File: src/rtl/id_buffer_ctrl.sv
// Pointer and occupancy controller for the two-bank (a/b) ID1->ID2 instruction buffer.
// Program order alternates between the banks; up to two pushes and two pops per cycle.
module id_buffer_ctrl #(
  parameter int NUM   = 16,
  parameter int OCC_W = $clog2(2*NUM)+1
) (
  input  logic             clk,
  input  logic             rst,
  input  logic             flush,
  input  logic [1:0]       in_valid,
  output logic             in_ready,
  output logic             wr_swap,
  output logic [NUM-1:0]   a_wr_onehot,
  output logic [NUM-1:0]   b_wr_onehot,
  output logic [NUM-1:0]   a_tail,
  output logic [NUM-1:0]   b_tail,
  output logic [1:0]       out_valid,
  output logic             out_first_b,
  input  logic [1:0]       out_pop,
  output logic [OCC_W-1:0] occ
);

  logic [NUM-1:0]   r_a_head, r_b_head, r_a_tail, r_b_tail;
  logic             r_wr_bank, r_rd_bank;
  logic [OCC_W-1:0] r_occ;

  logic [1:0] w_push_n, w_pop_req, w_pop_n;
  logic       w_a_we, w_b_we, w_a_pop, w_b_pop;

  function automatic logic [NUM-1:0] rotl(input logic [NUM-1:0] x);
    return {x[NUM-2:0], x[NUM-1]};
  endfunction

  // Reset and flush both suppress the push, so no write enable leaks into the banks.
  always_comb begin
    in_ready  = (r_occ <= OCC_W'(2*NUM-2));
    w_push_n  = 2'd0;
    if (in_ready && !flush && !rst)
      w_push_n = (in_valid == 2'b11) ? 2'd2 : (in_valid == 2'b01) ? 2'd1 : 2'd0;
    w_pop_req = (out_pop == 2'b11) ? 2'd2 : (out_pop == 2'b01) ? 2'd1 : 2'd0;
    w_pop_n   = (r_occ < OCC_W'(w_pop_req)) ? r_occ[1:0] : w_pop_req;
    w_a_we    = (w_push_n == 2'd2) || ((w_push_n == 2'd1) && !r_wr_bank);
    w_b_we    = (w_push_n == 2'd2) || ((w_push_n == 2'd1) &&  r_wr_bank);
    w_a_pop   = (w_pop_n == 2'd2) || ((w_pop_n == 2'd1) && !r_rd_bank);
    w_b_pop   = (w_pop_n == 2'd2) || ((w_pop_n == 2'd1) &&  r_rd_bank);
  end

  assign wr_swap     = r_wr_bank;
  assign a_wr_onehot = w_a_we ? r_a_head : '0;
  assign b_wr_onehot = w_b_we ? r_b_head : '0;
  assign a_tail      = r_a_tail;
  assign b_tail      = r_b_tail;
  assign out_first_b = r_rd_bank;
  assign occ         = r_occ;
  assign out_valid   = (r_occ == '0) ? 2'b00 : (r_occ == OCC_W'(1)) ? 2'b01 : 2'b11;

  always_ff @(posedge clk) begin
    if (rst || flush) begin
      r_a_head  <= NUM'(1);
      r_b_head  <= NUM'(1);
      r_a_tail  <= NUM'(1);
      r_b_tail  <= NUM'(1);
      r_wr_bank <= 1'b0;
      r_rd_bank <= 1'b0;
      r_occ     <= '0;
    end else begin
      if (w_a_we)  r_a_head <= rotl(r_a_head);
      if (w_b_we)  r_b_head <= rotl(r_b_head);
      if (w_a_pop) r_a_tail <= rotl(r_a_tail);
      if (w_b_pop) r_b_tail <= rotl(r_b_tail);
      if (w_push_n[0]) r_wr_bank <= ~r_wr_bank;
      if (w_pop_n[0])  r_rd_bank <= ~r_rd_bank;
      r_occ <= r_occ + OCC_W'(w_push_n) - OCC_W'(w_pop_n);
    end
  end

endmodule

File: config.mk
export PLATFORM = sky130hd
export DESIGN_NAME = id_buffer_ctrl
export DESIGN_NICKNAME = d
export VERILOG_FILES = /design/src/rtl/id_buffer_ctrl.sv
export SDC_FILE = /design/constraint.sdc
export NUM_CORES = 1
export LEC_CHECK = 0
export ABC_AREA = 1
export BUFFER_PORTS_ARGS = -buffer_cell sky130_fd_sc_hd__buf_2
export CAP_MARGIN = 15
export CORE_MARGIN = 3
export CORE_UTILIZATION = 35
export CTS_BUF_LIST = sky130_fd_sc_hd__clkbuf_2
export DETAILED_ROUTE_END_ITERATION = 6
export HOLD_SLACK_MARGIN = 0.05
export MAX_ROUTING_LAYER = met4
export SLEW_MARGIN = 20
export SYNTH_ARGS = -nofsm -noshare
export SYNTH_HDL_FRONTEND = slang
export SYNTH_SLANG_ARGS = --single-unit
File: constraint.sdc
create_clock -name clk -period 6.2 [get_ports clk]
set_clock_uncertainty 0.1 [all_clocks]
set_input_delay 1.24 -clock clk [delete_from_list [all_inputs] [get_ports clk]]
set_output_delay 1.24 -clock clk [all_outputs]
set_load 0.05 [all_outputs]
==> key figures <==
Final layout
  – Synth-to-Final Area Change: 14.2%
  – Fin area: 4100 um2
  – Util after Layout: 41.5%
  – Nets: 575
  – Layout cells sized above 1: 27.7%
  – FILL cells: 1034

Placement
  – DP Area: 4000 um2
  – Final RePlAce weighted congestion: 0.766
  – Hpwl dp: 5.13 mm
  – Dpl ws: 2220 ps
  – Count of port buffers added during placement: 81

Synthesis
  – Seq cells post-synth: 72
  – Mean Syn Cell Area: 7.43 um2
  – Synth warn: 0
  – Synthesized area: 3590 um2
  – Synthesized net count: 504
  – Mapped Cells: 483
  – Library cells used by synthesis: 28
  – Sequential share of the synthesized area: 40.2%

Clocking
  – Hold_buf cts: 0
  – Clk sinks: 72
  – Clock root buffer: clkbuf_2
  – Clk buf depth: 2
  – CTS tree: done
  – # resized after CTS: 0
  – Worst-Skew Late Latency: 480 ps
  – TritonCTS Buffers: 9
  – Post-CTS Repair Setup Buffers: 0
  – Clock-pin slew on the worst setup and hold paths: 190 ps
  – H-tree lvl count: 3

Route
  – DRC Markers: 0
  – Drt first pass iters: 4
  – Via count: 3033
  – Detail Route Antenna Nets: 0
  – Routed len/inst: 10.5 um
  – Vias/cell: 4.38
  – Final Routed Wirelength: 7.31 mm
  – Iter 0 DRT Violations: 195

STA
  – Setup TNS: 0 ps
  – Min cycle time layout: 3830 ps
  – RSZ-0062 raised after global routing: no
  – Highest Clock Rate: 261 MHz
  – Final setup viols: 0
  – Worst slew margin: 57.1%
  – Tcrit/Tclk final: 61.8%
  – Final Hold Fails: 0
  – Final WS setup: 2370 ps
  – Fin Hold WS: 384 ps
  – Slew Viols, Final: 0
  – Measured slew at the worst slew-check pin: 643 ps

Setup path
  – Worst reg2reg path depth: 16
  – Worst-path maximum fanout: 17
  – Worst Path Required: 4860 ps
  – Crit start category: input port
  – Worst setup path class: input port to output pin
  – Worst path arrival time: 2490 ps
  – Crit end category: output pin

GRT
  – GRT Residual Overflow: 0
  – Antenna violations before repair: 1
  – GRT Util Overall: 13.8%
  – Largest net degree at the start of global routing: 65
  – First-pass GRT wire length: 12.7 mm
  – Vias in the first global route: 2816

Floorplanning
  – Chip width: 107 um
  – Die span in y: 107 um
  – FP Rows: 36
  – Core Footprint: 9860 um2
  – I/O pin count: 82
  – Die ar.: 11500 um2
  – Initial core utilization: 36.4%

Power
  – PD cells: 388 nW/um2
  – LEAKAGE: 2.23 nW
  – Worst IR Drop VDD: 181 uV

Hold path
  – Hold depth: 2
  – Hold WC Path Type: flop to flop

Job
  – Max_cap viols: 0

Run status
  – Status: finished clean
==> routing by layer <==
metal	global-route usage [%]	wire length (um)	up-vias
met5	-	0	-
met2	21.4	3200	76
met3	3.78	472	8
met1	17.4	3570	1322
li1	-	-	1627
met4	4.75	68	0
==> cell families (layout without fill, tap and decap cells) <==
logic type      count (synthesis)  in the layout  share of synthesized area, %
fa+ha+maj                      14             14                          5.09
buf+inv                       115            191                          14.9
flops                          72             72                          40.2
other cells                     0              1                             0
compound gates                 80             80                          14.0
simple gates                  202            202                          25.9
==> placed cells by master, fill, tap and decap left out <==
cell,netlist,layout
clkinv_2,0,2
nand3_1,40,40
nor2_4,0,1
inv_4,2,2
nor3_1,1,1
a211oi_1,1,1
nand2_4,2,2
diode_2,0,1
o21ai_2,1,1
clkinvlp_4,0,4
nand3_2,3,3
clkbuf_2,0,9
ha_1,13,13
nand3_4,2,2
nor2_1,36,35
o21bai_1,1,1
nand2_2,22,22
nand4_1,1,1
o21ai_0,6,6
nand2_1,95,95
inv_1,88,88
clkinv_4,0,1
buf_2,3,81
inv_2,2,2
dfxtp_1,72,72
fa_1,1,1
buf_4,6,2
a21oi_2,19,19
a21oi_1,50,50
o21ai_4,2,2
==> worst max-delay path, cell delays in order <==
cell and delay [ps]:
buf_2 110, nor2_4 100, nand3_2 100, inv_2 110
o21ai_4 150, inv_4 220, nand2_1 130, inv_1 70
buf_2 250
==> layout make-up <==
cell class                      instances  area (um2)  share of cell area (%)
Multi-Input combinational cell        296        1620                    39.6
Inverter                               92         350                    8.55
Antenna cell                            1        2.50                  0.0611
Sequential cell                        72        1440                    35.2
Timing Repair Buffer                   83         420                    10.3
Clock inverter                          7        48.8                    1.19
Clock buffer                            9        45.0                    1.10
Tap cell                              133         166                    4.06
==> sequential cells by signal, summed over array words and instances, names as in the netlist <==
signal,flops
wr_swap,1
r_b_head,16
occ,6
r_a_head,16
a_tail,16
out_first_b,1
b_tail,16
==> Yosys cell counts <==
cell,number,share of area [%]
buf_4,6,1.3
nand3_1,40,5.6
o21ai_4,2,0.91
o21bai_1,1,0.21
nor2_1,36,3.8
nand2_1,95,9.9
nand4_1,1,0.17
buf_6,5,1.6
o21ai_2,1,0.24
o21ai_0,6,0.84
nand2_2,22,3.8
dfxtp_1,72,40
nand3_4,2,0.98
inv_1,88,9.2
inv_4,2,0.35
clkbuf_1,6,0.63
buf_12,2,1.1
nand3_2,3,0.84
buf_1,1,0.10
a21oi_1,50,7.0
inv_2,2,0.21
a21oi_2,19,4.6
nand2_4,2,0.63
nor3_1,1,0.14
buf_2,3,0.42
fa_1,1,0.56
a211oi_1,1,0.21
ha_1,13,4.5
==> power by group <==
part           internal (mW)  switching, mW
registers              0.517         0.0443
clock network         0.0513          0.168
logic                  0.230          0.578
total                  0.799          0.791
==> metrics by stage <==
step / power, mW / cells
finish: 1.59 / 693
global route: 1.73 / 693
CTS: 1.61 / 692
detailed placement: 1.39 / 676
global placement: 1.37 / 676
floorplan: 1.27 / 483
==> final timing paths <==
path | startpoint | end | slack [ps]
worst max-delay path | flush | b_wr_onehot[15] | 2370
worst min-delay path | r_a_head[3] | r_a_head[3] | 380
worst max register to register | occ[1] | occ[4] | 3270
worst min register to register | r_a_head[3] | r_a_head[3] | 380
No activity file was read; power rests on OpenSTA's default activity.
